`src/rtl/uart_tx_buf.sv`:
```
// Write-addressed byte FIFO feeding an 8N1 UART transmitter.
// Bytes written to UART_ADDR are queued and sent LSB first, one idle-high cycle between frames.
module uart_tx_buf #(
  parameter int          BAUD_DIV  = 434,
  parameter int          DEPTH     = 16,
  parameter logic [31:0] UART_ADDR = 32'h3000_0000
) (
  input  logic                   clk,
  input  logic                   rst,
  input  logic                   we_i,
  input  logic [31:0]            waddr_i,
  input  logic [31:0]            wdata_i,
  output logic                   tx_o,
  output logic                   full_o,
  output logic                   empty_o,
  output logic [$clog2(DEPTH):0] count_o,
  output logic                   busy_o,
  output logic                   overflow_o
);
  localparam int AW = $clog2(DEPTH);
  localparam int BW = $clog2(BAUD_DIV);
  localparam logic [BW-1:0] BAUD_LAST  = BW'(BAUD_DIV - 1);
  localparam logic [AW:0]   COUNT_FULL = (AW+1)'(DEPTH);

  typedef enum logic [1:0] {IDLE, START, DATA, STOP} state_t;
  state_t state_reg, state_next;

  logic [7:0]    mem [DEPTH];
  logic [AW-1:0] wr_ptr_reg, rd_ptr_reg;
  logic [AW:0]   count_reg;
  logic          overflow_reg;
  logic [BW-1:0] baud_cnt_reg;
  logic [2:0]    bit_idx_reg;
  logic [7:0]    shift_reg;
  logic          addr_hit, wr_accept, pop, baud_done;
  logic          unused_wdata;

  assign unused_wdata = ^wdata_i[31:8];
  assign addr_hit     = we_i && (waddr_i == UART_ADDR);
  assign full_o       = (count_reg == COUNT_FULL);
  assign empty_o      = (count_reg == '0);
  // Fullness is judged before any same-edge pop, so a write to a full FIFO is always dropped.
  assign wr_accept    = addr_hit && !full_o;
  assign baud_done    = (baud_cnt_reg == BAUD_LAST);
  assign count_o      = count_reg;
  assign overflow_o   = overflow_reg;
  assign busy_o       = (state_reg != IDLE) || !empty_o;

  always_ff @(posedge clk) begin
    if (rst) state_reg <= IDLE;
    else     state_reg <= state_next;
  end

  always_comb begin
    state_next = state_reg;
    pop        = 1'b0;
    tx_o       = 1'b1;
    case (state_reg)
      IDLE: begin
        if (!empty_o) begin
          pop        = 1'b1;
          state_next = START;
        end
      end
      START: begin
        tx_o = 1'b0;
        if (baud_done) state_next = DATA;
      end
      DATA: begin
        tx_o = shift_reg[0];
        if (baud_done && (bit_idx_reg == 3'd7)) state_next = STOP;
      end
      STOP: begin
        if (baud_done) state_next = IDLE;
      end
      default: state_next = IDLE;
    endcase
  end

  always_ff @(posedge clk) begin
    if (rst) begin
      wr_ptr_reg   <= '0;
      rd_ptr_reg   <= '0;
      count_reg    <= '0;
      overflow_reg <= 1'b0;
      baud_cnt_reg <= '0;
      bit_idx_reg  <= '0;
    end else begin
      overflow_reg <= addr_hit && full_o;
      if (wr_accept) wr_ptr_reg <= wr_ptr_reg + AW'(1);
      if (pop)       rd_ptr_reg <= rd_ptr_reg + AW'(1);
      count_reg <= count_reg + (AW+1)'(wr_accept) - (AW+1)'(pop);
      // The counter restarts on every state entry and at each data-bit boundary.
      if (state_reg == IDLE || baud_done) baud_cnt_reg <= '0;
      else                                baud_cnt_reg <= baud_cnt_reg + BW'(1);
      if (pop)                                bit_idx_reg <= '0;
      else if (state_reg == DATA && baud_done) bit_idx_reg <= bit_idx_reg + 3'd1;
    end
  end

  // Storage and the head-byte read stay reset-free so the array maps onto block RAM.
  always_ff @(posedge clk) begin
    if (wr_accept && !rst) mem[wr_ptr_reg] <= wdata_i[7:0];
    if (pop)                                 shift_reg <= mem[rd_ptr_reg];
    else if (state_reg == DATA && baud_done) shift_reg <= {1'b0, shift_reg[7:1]};
  end
endmodule

```
`config.mk`:
```
export PLATFORM = sky130hd
export DESIGN_NAME = uart_tx_buf
export DESIGN_NICKNAME = d
export VERILOG_FILES = /design/src/rtl/uart_tx_buf.sv
export SDC_FILE = /design/constraint.sdc
export NUM_CORES = 1
export LEC_CHECK = 0
export ABC_AREA = 1
export BUFFER_PORTS_ARGS = -buffer_cell sky130_fd_sc_hd__buf_2
export CAP_MARGIN = 10
export CORE_ASPECT_RATIO = 0.9
export CORE_MARGIN = 1
export CORE_UTILIZATION = 40
export CTS_CLUSTER_SIZE = 20
export DETAILED_ROUTE_END_ITERATION = 6
export PLACE_DENSITY = 0.7
export SLEW_MARGIN = 20
export SYNTH_ARGS = -nofsm -noshare
export SYNTH_HDL_FRONTEND = slang
export SYNTH_SLANG_ARGS = --single-unit
```
`constraint.sdc`:
```
create_clock -name clk -period 5.2 [get_ports clk]
set_input_delay 0.52 -clock clk [delete_from_list [all_inputs] [get_ports clk]]
set_output_delay 0.52 -clock clk [all_outputs]
set_load 0.1 [all_outputs]
```
== Word-level counts from Yosys, hierarchy flattened ==
Memory sizes are Yosys's and may differ from the RTL's. A register that Yosys moved wholly into a read port is not among the register bits.
Index checks and enable logic that the tools add are counted.
Storage, ports and cells
  memories: 1
  input port bits: 67
  logic and storage cells: 58
  latch bits: 0
  memory bits (writable): 128
  register bits: 36
  memory bits (read-only): 0
Operators by class
  bitwise gates (word level): 0
  shift operators: 0
  divide/modulo/power cells: 0
  equality and inequality tests: 11
  multiplexer cells: 14
  order comparisons: 0
  multipliers: 0
  $add $sub $neg: 6
  reduce and logical (&&, ||, !) cells: 18
Memory list
  mem: depth 16, bits a word 8, read ports 1, clocked after memory_dff 1, write ports 1, RTL line 28  | logic [7:0] mem [DEPTH];
Operators by type and width (count)
  32-bit by 30-bit == test with 1-bit output, second input constant: 1
  8-bit 2-to-1 mux: 2
  9-bit by 1-bit adder with 9-bit output, second input constant: 1
  9-bit == test, second input constant: 1
  4-bit by 1-bit adder with 4-bit output, second input constant: 2
  2-bit 2-to-1 mux: 4
  4-bit 2-to-1 mux: 2
  2-bit != test, second input constant: 4
  2-bit case mux with 4 select lines: 1
  1-bit logical AND: 6
  5-bit by 1-bit adder with 5-bit output: 1
  5-bit == test, second input constant: 1
  5-bit zero test: 1
  5-bit by 1-bit subtractor with 5-bit output: 1
  2-bit == test, second input constant: 2
  1-bit 2-to-1 mux: 4
  4-bit AND reduction: 1
  2-bit nonzero test: 2
  2-bit OR reduction: 2
  3-bit by 1-bit adder with 3-bit output, second input constant: 1
  3-bit == test, second input constant: 1
  1-bit zero test: 3
  2-bit by 1-bit == test with 1-bit output, second input constant: 1
  2-bit zero test: 1
  2 further kinds: 3

== Depth between registers and ports, before layout ==
  depth in word-level cells: 6
  mapped depth: 14
  gate-level depth less buffers: 14

== Least setup slack after synthesis ==
Ideal clock, no wire load.
  path kind: flip-flop to output port
  from: register state_reg[0]
  to: output tx_o
  arrival time: 2882 ps
  stages on the path, launching flop included: 5
  slack: 1798 ps
  cells stage by stage: dfxtp_1 > inv_1 > ha_1 > clkbuf_1 > o21ai_0
On the way
  cells in the longest elaborated chain, start to end: 2
Ends and longest elaborated chain
  start, declared: RTL line 26  | state_t state_reg, state_next;
  start signal, assigned: RTL line 51  | else state_reg <= state_next;
  2-bit == test / 2-bit by 1-bit == test with 1-bit output (equally long branches): RTL line 58  | case (state_reg)
  1-bit case mux with 2 select lines (*): RTL line 58
  end, declared: RTL line 13  | output logic tx_o,
Mark *: on every way between the ends. The rest lies on a longest branch, timed or not.

== Worst setup path after layout ==
  from: register count_reg[2] (netlist: count_o[2])
  to: register count_reg[4] (netlist: count_o[4])
On the way
  cells in the longest elaborated chain, start to end: 5
Ends and longest elaborated chain
  start, declared: RTL line 30  | logic [AW:0] count_reg;
  start signal, assigned: RTL line 92  | count_reg <= count_reg + (AW+1)'(wr_accept) - (AW+1)'(pop);
  5-bit == test: RTL line 40  | assign full_o = (count_reg == COUNT_FULL);
  1-bit zero test: RTL line 43  | assign wr_accept = addr_hit && !full_o;
  1-bit logical AND: RTL line 43
  5-bit by 1-bit adder with 5-bit output: RTL line 92
  5-bit by 1-bit subtractor with 5-bit output (*): RTL line 92
Marks and branches as above.
A chain may end at the register's enable or synchronous reset.

==> impl_metrics.ini <==
[status]
status = complete, no violations

[synthesis]
synth_top_family_by_area = simple AND/OR/NAND/NOR gates
synth_mux_area_share_pct = 0
synth_top_flop_cell = edfxtp_1
ys_ff_latch = 168
synthAdderAreaFrac_pct = 3.50
yosys.area_share.simple_pct = 18.3
async_reset_ff_share_pct = 0
synth-edff-count = 136
yosys_warnings = 0
synth_area_um2 = 7370
yosys.area.top_type = edfxtp_1
seq_area_frac_synth_pct = 64.1
syn_area_per_cell_um2 = 10.7
synth_compound_area_share_pct = 9.03
synth-xor-area-share_pct = 0.475
synth_top_area_share_pct = 55.4
synth.distinct_cells = 41
synth_area_leaders = edfxtp_1 (55%), dfxtp_1 (8.7%), nor2_1 (7.2%)
synthCells = 686
syn_nets = 773

[pwr]
intPower_mw = 2.60
leakagePower_nw = 2.95
p_total_mw = 4.05
switching_share_pct = 35.8
p_per_area_nw_per_um2 = 485
worst_ir_drop_vdd_v = 0.000453
p_seq_share_pct = 40.0
switching_power_mw = 1.45
pwr-share-comb_pct = 29.1
power.share.clock_pct = 30.9

[critical_path]
critPathSlowestCell = fa_1
end_kind = flip-flop
critPathBufInv = 3
arrival_ns = 3.29
crit_type = reg -> reg
crit_chain = inv_1, ha_1, nand4_1, nand2_1, inv_1, ha_1, inv_1, ha_1, fa_1, nand3_1, nand2_1, o21ai_0, a21oi_1
critPathLaunchType = flip-flop
critPathMaxFanout = 13
max_stage_delay_ns = 0.42
crit_required_ns = 5.52
critPathTopFamily = adder cells

[floorplan]
die_y_um = 131
fp.dieW_um = 145
initial_core_util_pct = 41.3
coreArea_um2 = 17800
ios = 77
die_area_um2 = 19000
row_count = 46

[global_routing]
grt_usage_pct = 16.3
met1_usage_pct = 20.9
grt.busiest_layer = met2
grt_use_met3_pct = 3.26
grtUsageMet2_pct = 26.8
grt_pass1_wl_um = 23700
grt_max_degree = 67
antenna_found_initial = 0
grt_pass1_vias = 4725
overflow = 0

[detailed_routing]
drc = 0
routed_wl_um = 14400
wl_per_cell_um = 14.7
vias_per_cell = 5.04
vias = 4950
antenna_left = 0
first_pass_iters = 5
drtIter0Drc = 298

[cts]
max-clock-path-buffers = 2
post_cts_buffers = 0
cts_resized = 0
hold_buffers = 0
root_buffer = clkbuf_16
clk_latency_ns = 0.43
tritoncts = built
cts_made_buffers = 17
htreeDepth = 4
cts.sinks = 168
clkTransAtPathRegs_ns = 0.06

[timing]
finalCriticalPeriod_ns = 2.97
slew_headroom_pct = 27.8
setup_viol_count_final = 0
hold_viol = 0
rsz0062_at_grt = false
fmax_mhz = 337
tightest_slew_ns = 1.08
slew_viol_final = 0
setup-tns-final_ns = 0
clock_skew_ns = 0.0163
finalCritPeriodShare_pct = 57.1

[finish]
layout-drive-gt1-share_pct = 15.2
ff_latch_area_um2 = 4730
fin_util_pct = 46.8
syn_to_final_growth_pct = 13.3
largest_reg_flops = 128
multi_input_area_um2 = 2310
final_area_um2 = 8360
layout.nets = 816
num-fill-cells = 1619
antenna_cells = 0

[placement]
placed_area_um2 = 7760
globalplace.congestion = 0.831
portBuffers = 52
dp_hpwl_um = 9330

[worst_hold_path]
min_path_type = in -> reg

[run]
drv_cap = 0
==> cell usage in the layout, fill, tap and decap left out, types with 2 or more instances in the layout <==
| cell type | count |
|---|---|
| nor2_1 | 141 |
| buf_4 | 2 |
| edfxtp_1 | 136 |
| nor3_1 | 4 |
| clkbuf_16 | 17 |
| nand4_1 | 10 |
| bufinv_16 | 2 |
| a21oi_1 | 22 |
| inv_2 | 3 |
| o21ai_1 | 27 |
| clkinv_4 | 3 |
| xor2_1 | 3 |
| dfxtp_1 | 31 |
| inv_8 | 2 |
| inv_6 | 4 |
| nand4_2 | 2 |
| ha_1 | 19 |
| o21ai_0 | 43 |
| o211ai_1 | 23 |
| buf_2 | 52 |
| inv_1 | 39 |
| nand3_1 | 38 |
| nand2_1 | 80 |
| nor2_2 | 11 |
| nand2_2 | 2 |
| nor3_2 | 4 |
| clkinv_2 | 2 |
| nand3b_1 | 3 |
==> through the flow <==
step	worst slack, ns	hold slack, ns	cells
2_1_floorplan	1.80	0.434	686
3_3_place_gp	2.32	0.451	950
3_5_place_dp	2.25	0.455	950
4_1_cts	2.24	0.397	982
5_1_grt	1.97	0.414	982
6_report	2.23	0.401	982
==> routing by layer <==
metal	wire length, µm	share of wire (%)
met1	6930	48
met2	6640	46
met4	283	2.0
met5	0	0
met3	555	3.9
==> path summary, 6_finish.rpt <==
kind | start | to | slack (ns) | depth (start not counted)
hold reg to reg | rd_ptr_reg[3] | rd_ptr_reg[3] | 0.46 | 2
setup / recovery | count_o[2] | count_o[4] | 2.23 | 13
setup reg to reg | count_o[2] | count_o[4] | 2.23 | 13
hold / removal | rst | wr_ptr_reg[2] | 0.40 | 2
==> layout make-up <==
cell class,count,share of cell area [%]
inverter,42,1.89
clock inverter,14,1.93
timing repair buffer,54,3.29
sequential,168,56.6
clock buffer,18,5.14
multi-input combinational,446,27.6
tap,240,3.59
==> Yosys cell counts, types with 2 or more instances <==
master,instances
nor2_1,141
edfxtp_1,136
nand2_1,80
o21ai_0,43
inv_1,39
nand3_1,38
dfxtp_1,32
o21ai_1,27
o211ai_1,23
a21oi_1,22
ha_1,19
buf_2,14
nor2_2,11
nand4_1,10
clkbuf_1,9
nor3_1,4
nor3_2,4
buf_6,3
inv_2,3
nand3b_1,3
xor2_1,3
nand2_2,2
nand4_2,2
==> power by group through the flow <==
stage	Combinational, mW	Clock, mW	Sequential (mW)
4_1_cts	1.19	1.27	1.63
5_1_grt	1.35	1.33	1.64
2_1_floorplan	0.885	0	1.74
6_report	1.18	1.25	1.62
3_5_place_dp	1.18	0	1.65
3_3_place_gp	1.15	0	1.65
==> cell families (layout without fill, tap and decap cells) <==
kind of cell / after synthesis / count (layout)
xor+xnor: 4 / 4
buf+inv: 72 / 128
compound gates: 119 / 119
fa+ha+maj: 20 / 20
simple gates: 303 / 303
flops: 168 / 168
No activity file was read; power rests on OpenSTA's default activity.
